==> src/rtl/dll_pkg.sv <==
// Shared types for the DLL lock controller: loop states, step direction and counter sizing.
package dll_pkg;

    typedef enum logic [1:0] {
        StIdle    = 2'd0,
        StAcquire = 2'd1,
        StTrack   = 2'd2,
        StManual  = 2'd3
    } dll_state_e;

    typedef enum logic {
        DIR_UP = 1'b0,
        DIR_DN = 1'b1
    } dll_dir_e;

    // Width of a counter that must hold values 0..n inclusive.
    function automatic int unsigned cnt_w(input int unsigned n);
        return (n < 1) ? 1 : $clog2(n + 1);
    endfunction

endpackage

==> src/rtl/dll_updn_filter.sv <==
// Signed early/late accumulator; emits a single-cycle step when the running sum hits +/-thresh.
module dll_updn_filter #(
    parameter int unsigned ACC_W = 4
) (
    input  logic                    clk,
    input  logic                    rst_n,
    input  logic                    clr,
    input  logic                    valid,
    input  logic                    late,
    input  logic signed [ACC_W-1:0] thresh,
    output logic                    step_up,
    output logic                    step_dn
);

    localparam logic signed [ACC_W-1:0] ONE = ACC_W'(1);

    logic signed [ACC_W-1:0] acc;
    logic signed [ACC_W-1:0] acc_nxt;

    always_comb begin
        acc_nxt = late ? (acc - ONE) : (acc + ONE);
        step_up = valid && (acc_nxt >= thresh);
        step_dn = valid && (acc_nxt <= -thresh);
    end

    always_ff @(posedge clk or negedge rst_n) begin
        if (!rst_n) begin
            acc <= '0;
        end else if (clr) begin
            acc <= '0;
        end else if (valid) begin
            acc <= (step_up || step_dn) ? '0 : acc_nxt;
        end
    end

endmodule

==> src/rtl/dll_lock_ctrl.sv <==
// DLL loop controller: filters phase-detector samples, steps a saturating delay code, tracks lock.
module dll_lock_ctrl
    import dll_pkg::*;
#(
    parameter int unsigned CODE_W    = 6,
    parameter int unsigned CODE_INIT = 32,
    parameter int unsigned FILT_TH   = 4,
    parameter int unsigned LOCK_REV  = 4,
    parameter int unsigned LOSS_RUN  = 8
) (
    input  logic              clk,
    input  logic              rst_n,
    input  logic              en,
    input  logic              pd_valid,
    input  logic              pd_late,
    input  logic              freeze,
    input  logic              manual_en,
    input  logic [CODE_W-1:0] manual_code,
    output logic [CODE_W-1:0] code_o,
    output logic              locked_o,
    output logic              sat_o,
    output logic [1:0]        state_o
);

    localparam int unsigned ACC_W = $clog2(FILT_TH) + 2;
    localparam int unsigned REV_W = cnt_w(LOCK_REV);
    localparam int unsigned RUN_W = cnt_w(LOSS_RUN);

    localparam logic [CODE_W-1:0]       CODE_RST = CODE_W'(CODE_INIT);
    localparam logic [CODE_W-1:0]       CODE_MAX = {CODE_W{1'b1}};
    localparam logic signed [ACC_W-1:0] TH_ACQ   = ACC_W'(1);
    localparam logic signed [ACC_W-1:0] TH_TRK   = ACC_W'(FILT_TH);
    localparam logic [REV_W-1:0]        REV_LIM  = REV_W'(LOCK_REV);
    localparam logic [RUN_W-1:0]        RUN_LIM  = RUN_W'(LOSS_RUN);

    dll_state_e        state;
    logic [CODE_W-1:0] code;
    logic              locked;
    logic              sat;
    logic [REV_W-1:0]  rev_cnt;
    logic [RUN_W-1:0]  run_cnt;
    logic              has_prev;
    dll_dir_e          prev_dir;

    logic                    loop_act;
    logic                    filt_clr;
    logic                    filt_valid;
    logic signed [ACC_W-1:0] thresh;
    logic                    step_up;
    logic                    step_dn;
    logic                    step_any;
    dll_dir_e                step_dir;
    logic                    same_dir;
    logic                    reversal;
    logic [REV_W-1:0]        rev_nxt;
    logic [RUN_W-1:0]        run_nxt;

    always_comb begin
        loop_act   = (state == StAcquire) || (state == StTrack);
        filt_clr   = !en || manual_en || !loop_act;
        filt_valid = pd_valid && !freeze && en && !manual_en && loop_act;
        thresh     = (state == StTrack) ? TH_TRK : TH_ACQ;
    end

    dll_updn_filter #(
        .ACC_W (ACC_W)
    ) u_filter (
        .clk     (clk),
        .rst_n   (rst_n),
        .clr     (filt_clr),
        .valid   (filt_valid),
        .late    (pd_late),
        .thresh  (thresh),
        .step_up (step_up),
        .step_dn (step_dn)
    );

    // Counters saturate so they cannot wrap in the state where they are not being watched.
    always_comb begin
        step_any = step_up || step_dn;
        step_dir = step_dn ? DIR_DN : DIR_UP;
        same_dir = has_prev && (prev_dir == step_dir);
        reversal = has_prev && (prev_dir != step_dir);
        rev_nxt  = '0;
        run_nxt  = RUN_W'(1);
        if (reversal) begin
            rev_nxt = (rev_cnt == REV_LIM) ? rev_cnt : rev_cnt + REV_W'(1);
        end
        if (same_dir) begin
            run_nxt = (run_cnt == RUN_LIM) ? run_cnt : run_cnt + RUN_W'(1);
        end
    end

    always_ff @(posedge clk or negedge rst_n) begin
        if (!rst_n) begin
            state    <= StIdle;
            code     <= CODE_RST;
            locked   <= 1'b0;
            sat      <= 1'b0;
            rev_cnt  <= '0;
            run_cnt  <= '0;
            has_prev <= 1'b0;
            prev_dir <= DIR_UP;
        end else begin
            sat <= 1'b0;
            if (!en) begin
                state    <= StIdle;
                code     <= CODE_RST;
                locked   <= 1'b0;
                rev_cnt  <= '0;
                run_cnt  <= '0;
                has_prev <= 1'b0;
            end else if (manual_en) begin
                state    <= StManual;
                code     <= manual_code;
                locked   <= 1'b0;
                rev_cnt  <= '0;
                run_cnt  <= '0;
                has_prev <= 1'b0;
            end else if (!freeze) begin
                unique case (state)
                    StIdle, StManual: begin
                        if (state == StIdle) begin
                            code <= CODE_RST;
                        end
                        state    <= StAcquire;
                        rev_cnt  <= '0;
                        run_cnt  <= '0;
                        has_prev <= 1'b0;
                    end
                    StAcquire, StTrack: begin
                        if (step_any) begin
                            if (step_up && (code == CODE_MAX)) begin
                                sat <= 1'b1;
                            end else if (step_dn && (code == '0)) begin
                                sat <= 1'b1;
                            end else if (step_up) begin
                                code <= code + CODE_W'(1);
                            end else begin
                                code <= code - CODE_W'(1);
                            end
                            if ((state == StAcquire) && (rev_nxt == REV_LIM)) begin
                                state    <= StTrack;
                                locked   <= 1'b1;
                                rev_cnt  <= '0;
                                run_cnt  <= '0;
                                has_prev <= 1'b1;
                                prev_dir <= step_dir;
                            end else if ((state == StTrack) && (run_nxt == RUN_LIM)) begin
                                state    <= StAcquire;
                                locked   <= 1'b0;
                                rev_cnt  <= '0;
                                run_cnt  <= '0;
                                has_prev <= 1'b0;
                            end else begin
                                rev_cnt  <= rev_nxt;
                                run_cnt  <= run_nxt;
                                has_prev <= 1'b1;
                                prev_dir <= step_dir;
                            end
                        end
                    end
                    default: ;
                endcase
            end
        end
    end

    assign code_o   = code;
    assign locked_o = locked;
    assign sat_o    = sat;
    assign state_o  = state;

endmodule

==> config.mk <==
export PLATFORM = sky130hd
export DESIGN_NAME = dll_lock_ctrl
export DESIGN_NICKNAME = d
export VERILOG_FILES = /design/src/rtl/dll_pkg.sv /design/src/rtl/dll_updn_filter.sv /design/src/rtl/dll_lock_ctrl.sv
export SDC_FILE = /design/constraint.sdc
export NUM_CORES = 1
export LEC_CHECK = 0
export BUFFER_PORTS_ARGS = -buffer_cell sky130_fd_sc_hd__buf_4
export CORE_ASPECT_RATIO = 0.75
export CORE_MARGIN = 2
export CORE_UTILIZATION = 25
export CTS_CLUSTER_SIZE = 28
export DETAILED_ROUTE_END_ITERATION = 8
export PLACE_DENSITY = 0.46
export SYNTH_ARGS = -nofsm -noshare
export SYNTH_HDL_FRONTEND = slang
export SYNTH_SLANG_ARGS = --single-unit
==> constraint.sdc <==
create_clock -name clk -period 3.1 [get_ports clk]
set_input_delay 0 -clock clk [delete_from_list [all_inputs] [get_ports clk]]
set_output_delay 0 -clock clk [all_outputs]
set_load 0.02 [all_outputs]
==> results of run 1 <==
## stage by stage
stage               total power, W  instances  hold slack, ps  worst slack, ps  cell area [µm²]
CTS                       0.000815        357            9.66             1.58             2420
detailed placement        0.000605        350           -63.8            -40.0             2340
global route              0.000888        358            44.0            -24.8             2530
floorplan                 0.000509        213            -296            -26.6             1950
finish                    0.000830        358            15.9             66.7             2530
global placement          0.000608        350           -62.2             7.55             2340
## Yosys cell counts (2+ instances only)
| cell type | instances |
|---|---|
| o211ai_1 | 3 |
| fa_1 | 2 |
| a32o_1 | 2 |
| nor2_1 | 11 |
| nor3_1 | 2 |
| a31oi_1 | 5 |
| and2_1 | 3 |
| o21ba_2 | 2 |
| o21ai_0 | 9 |
| a21oi_2 | 2 |
| a21oi_1 | 12 |
| nand3_1 | 11 |
| buf_6 | 2 |
| dfrtp_1 | 22 |
| nor2b_1 | 5 |
| a22oi_1 | 2 |
| mux2i_1 | 4 |
| ha_1 | 16 |
| o21ai_1 | 2 |
| nand2_1 | 21 |
| or3_1 | 2 |
| a21o_1 | 4 |
| xnor2_1 | 4 |
| inv_1 | 16 |
| nand2b_1 | 2 |
| xor2_1 | 4 |
| o22ai_1 | 3 |
| nand4_1 | 3 |
| mux2_1 | 3 |
## cells by family (layout without fill, tap and decap cells)
logic type	after synthesis	count (layout)
AO/OA/AOI/OAI	62	62
adder cells (fa/ha/maj)	18	18
AND/OR/NAND/NOR	74	74
multiplexers	8	8
XOR/XNOR	8	8
flip-flops	23	23
buffers and inverters	20	64
## area by class of cell
type / instances / area [µm²] / area share [%]
multi-input combinational: 170 / 1380 / 54.6
sequential: 23 / 578 / 22.8
timing repair buffer: 44 / 339 / 13.4
tap: 101 / 126 / 4.99
inverter: 16 / 60.1 / 2.37
clock buffer: 3 / 41.3 / 1.63
clock inverter: 1 / 5.00 / 0.198
## power by group through the flow
stage / Combinational, W / Clock, W / Sequential [W]
2_1_floorplan: 0.000144 / 0 / 0.000365
3_3_place_gp: 0.000252 / 0 / 0.000356
3_5_place_dp: 0.000250 / 0 / 0.000355
4_1_cts: 0.000257 / 0.000208 / 0.000349
5_1_grt: 0.000312 / 0.000221 / 0.000355
6_report: 0.000280 / 0.000198 / 0.000352
## what timing repair did
action	4_1_cts	5_1_grt
endpoints found under the hold margin	24	0
pin swaps	2	11
endpoints found under the setup margin	3	9
gates resized for setup	1	18
buffers inserted	1	1
hold buffers	2	0
## layer usage
layer  global-route usage (%)  share of wire [%]  vias up
met3                     2.52                3.4        2
li1                         -                  -      878
met1                     20.4                 55      822
met5                        0                  0        -
met2                     19.0                 41       22
met4                     1.58               0.36        0
## worst paths after layout
kind / to / start / cells past startpoint
max in group asynchronous: code_o[5] / rst_n / 2
hold reg to reg: locked_o / locked_o / 1
setup reg to reg: rev_cnt[1] / u_filter.acc[0] / 10
hold / removal: code_o[1] / manual_code[1] / 3
setup / recovery: rev_cnt[1] / u_filter.acc[0] / 10
min in group asynchronous: u_filter.acc[2] / rst_n / 2
## state kept, by name (all words and copies together), names as in the netlist
| name | flops |
|---|---|
| prev_dir | 1 |
| has_prev | 1 |
| rev_cnt | 3 |
| run_cnt | 4 |
| sat_o | 1 |
| code_o | 6 |
| locked_o | 1 |
| u_filter.acc | 4 |
| state_o | 2 |
## worst max-delay path, cell delays in order, from the launching register on
cell,delay [ps]
dfrtp_1,400
fa_1,520
ha_1,320
nor2b_4,130
o211ai_1,150
buf_4,160
or4b_4,480
buf_6,150
o31ai_4,330
a31oi_2,160
o21ai_1,170
==> out/metrics.cfg, run 1 <==
[worst_setup_path]
path_class=reg2reg
r2r_setup_slack_ps=70
cp-end-kind=flip-flop
arrival_ps=3230
cp.required_ps=3300
critPathLaunchType=flip-flop
path_max_fanout=6

[clocking]
cts_tree=built
insertion_delay_ps=270
cts_max_level=1
clockBufferDepth=2
numCtsBuffers=3
clk_pin_slew_ps=90
clockRootBuffer=clkbuf_8
clock-sinks=23

[yosys]
synth_top_family_by_area=compound AO/OA/AOI/OAI gates
yosysSeqAreaShare_pct=29.9
synth_adder_area_share_pct=12.4
ys_ff_latch=23
synth_top_area_share_pct=28.5
async_flop_share_pct=100
synth_simple_gate_area_share_pct=21.6
syn_area_per_cell_um2=9.07
netlist_area_mm2=0.00193
synthMuxAreaShare_pct=4.40
synth_area_leaders=dfrtp_1 28%, ha_1 10%, nand2_1 4.1%
synth_top_cell_by_area=dfrtp_1
synth_flop_cell=dfrtp_1
ys_types=63
ys_warn_count=0
synth-edff-count=0
synth-compound-area-share_pct=23.4
synth_cells=213
mappedNetlistNets=244
synthXorXnorAreaFrac_pct=3.63

[drt]
ant_nets=0
via_count=1724
post_drt_wl_per_cell_um=14.7
firstDrtPassIters=4
route.detailed.drc=0
totalWireLength_um=5270
routed_via_density=4.82
drtIter0Drc=75

[floorplan]
ioPinCount=23
die_area_mm2=0.00845
core-area_mm2=0.00743
dieWidth_um=106
initial_core_util_pct=26.0
die_h_um=80.1
row_count=27

[worst_hold_path]
hold_path_class=in2reg

[outcome]
status=finished, final reports clean

[pwr]
powerDensity_mw_per_mm2=328
intPower_w=0.000545
p_leak_nw=1.07
seqPwrFrac_pct=42.4
ir_drop_v=0.000223
switching_share_pct=34.3
p_switching_w=0.000285
power.share.clock_pct=23.9
p_comb_share_pct=33.8

[sta]
fin_crit_sh_pct=97.8
finalHoldViolCount=0
maxSlewHeadroom_pct=57.7
report.final.slew_viol_count=0
clock_skew_ps=2.32
rsz0062_at_grt=true
tns_ps=0
worstMarginPinSlew_ps=619
max_freq_ghz=0.330
setup_viol=0
period_needed_ps=3030

[placement]
gp_congestion=0.753
hpwl_um=4030
io_buffers=22

[layout]
syn2layout_area_growth_pct=31.2
final_common_cell=buf_4
antennaDiodeCount=0
nNetsFinal=289
nFillCells=774
final_cell_mix=41 x buf_4, 21 x nand2_1, 21 x dfrtp_1
drive_gt1_share_pct=31.1
postLayoutCoreUtil_pct=34.1

[global_route]
grt_pass1_wl_um=8800
grtUsageTotal_pct=13.1
grt_max_degree=24
antenna_found_initial=0
first_global_vias=1712
gr-total-overflow=0

[flow_run]
maxCapViolCount=0

No activity file was read; power rests on OpenSTA's default activity.
==> run 2, diff against run 1 <==
Settings changed: PLACE_DENSITY 0.46 to 0.4.
==> run 2 against run 1 <==
  * Final cell count up 1.7%
  * Critical endpoint is now code_o[3]
  * Global-route usage up 0.12 points
  * Largest power group unchanged
  * Clock power up 4%
  * Sequential share of layout area down 0.50 points
  * Routed wire length up 0.42%
  * First-iteration DRC count down 19%
  * Non-clock buffer count up 6
  * Power up 2.7%
  * Critical path depth up 1
  * Setup slack better by 38 ps
  * Via count down 2.0%
==> out/metrics.cfg, run 2 (synthesis results as in run 1) <==
[worst_setup_path]
cp.buffers_inverters=1
arrival_ps=3170
r2r_setup_slack_ps=100
critPathLaunchType=flip-flop
max_stage_delay_ps=500
path_class=reg2reg
crit_family=adder cells
crit_chain=fa_2 > or3b_4 > a21o_1 > o211ai_4 > ha_1 > a21o_1 > a21oi_2 > buf_4 > xor2_1 > o21ai_1 > mux2_4
cp-end-kind=flip-flop
slowest_stage=fa_2
cpMostUsedCell=a21o_1
cp.required_ps=3270
path_max_fanout=5

[drt]
firstDrtPassIters=4
ant_nets=0
post_drt_wl_per_cell_um=14.5
drtIter0Drc=61
wl_met3_um=128
drt-met1-wl_um=2990
top_layer=met4
dr_wl_met2_um=2130
route.detailed.drc=0
via_count=1689
totalWireLength_um=5300
routed_via_density=4.64

[global_route]
gr-total-overflow=0
grtUsageTotal_pct=13.2
grt_max_degree=24
first_global_vias=1665
antenna_found_initial=0
grt_pass1_wl_um=8630

[layout]
nNetsFinal=295
antennaDiodeCount=0
drive_gt1_share_pct=34.2
final_common_cell=buf_4
largest_reg_flops=6
multi_input_area_mm2=0.00139
final_cell_mix=47 x buf_4, 21 x nand2_1, 21 x dfrtp_1
nFillCells=785
syn2layout_area_growth_pct=34.1
seqCellArea_um2=578
postLayoutCoreUtil_pct=34.8
instances_no_fill=364

[floorplan]
die_h_um=80.1
die_area_mm2=0.00845
ioPinCount=23
initial_core_util_pct=26.0
core-area_mm2=0.00743
row_count=27
dieWidth_um=106

[sta]
period_needed_ps=3000
worstMarginPinSlew_ps=812
setup_viol=0
max_freq_ghz=0.334
maxSlewHeadroom_pct=44.5
report.final.slew_viol_count=0
clock_skew_ps=14.3
rsz0062_at_grt=true
holdWs_ps=15.5
tns_ps=0
fin_crit_sh_pct=96.6
finalHoldViolCount=0

[placement]
io_buffers=22
dp_cells=353
hpwl_um=4110
gp_congestion=0.746

[pwr]
finalPower_w=0.000852
ir_drop_v=0.000208
p_leak_nw=1.10
powerDensity_mw_per_mm2=329

[clocking]
clockBufferDepth=2
clk_pin_slew_ps=100
numCtsBuffers=3
clock-sinks=23
clockRootBuffer=clkbuf_8
insertion_delay_ps=280
cts_max_level=1
cts_tree=built

[outcome]
status=finished, final reports clean

[flow_run]
maxCapViolCount=0

[worst_hold_path]
hold_path_class=in2reg

[run 2: worst reg2reg max path: cells and delay by family, from the launching register on]
| family | cells | cell delay (ps) |
|---|---|---|
| AND/OR/NAND/NOR | 1 | 390 |
| buffers and inverters | 1 | 140 |
| XOR/XNOR | 1 | 140 |
| flip-flops | 1 | 410 |
| adder cells (fa/ha/maj) | 2 | 780 |
| AO/OA/AOI/OAI | 5 | 770 |
| multiplexers | 1 | 280 |
[run 2: final timing paths]
kind / startpoint / endpoint / cells after the start
setup / recovery: u_filter.acc[1] / code_o[3] / 11
hold / removal: manual_code[0] / code_o[0] / 3
setup reg to reg: u_filter.acc[1] / code_o[3] / 11
hold reg to reg: u_filter.acc[2] / u_filter.acc[2] / 2
max in group asynchronous: rst_n / code_o[5] / 2
min in group asynchronous: rst_n / rev_cnt[1] / 2
[run 2: repair_timing]
action	CTS	global route
gates resized for setup	4	21
buffers inserted	3	2
hold buffers	2	0
setup endpoints to repair	3	10
hold endpoints to repair	25	0
pin swaps	7	11
[run 2: report_power, final]
part | total, W | switching, W | internal, W
Clock | 0.000206 | 0.000115 | 0.0000913
Sequential | 0.000352 | 0.0000323 | 0.000320
Combinational | 0.000294 | 0.000147 | 0.000146
[run 2: area by class of cell]
| type | count | area share, % |
|---|---|---|
| Clock inverter | 1 | 0.290 |
| Tap cell | 101 | 4.88 |
| Sequential cell | 23 | 22.3 |
| Timing Repair Buffer | 50 | 14.8 |
| Clock buffer | 3 | 1.59 |
| Multi-Input combinational cell | 170 | 53.7 |
| Inverter | 16 | 2.42 |
[run 2: layer usage]
layer,up-vias,track usage (%)
li1,885,-
met1,784,20.6
met2,18,18.8
met3,2,2.52
met4,0,2.37
met5,-,0
[run 2: metrics by stage]
step,setup slack (ps),area [µm²]
after floorplan,-26.6,1950
after global placement,-165,2360
after detailed placement,-179,2360
after CTS,6.09,2470
after global routing,-36.5,2590
final,105,2590
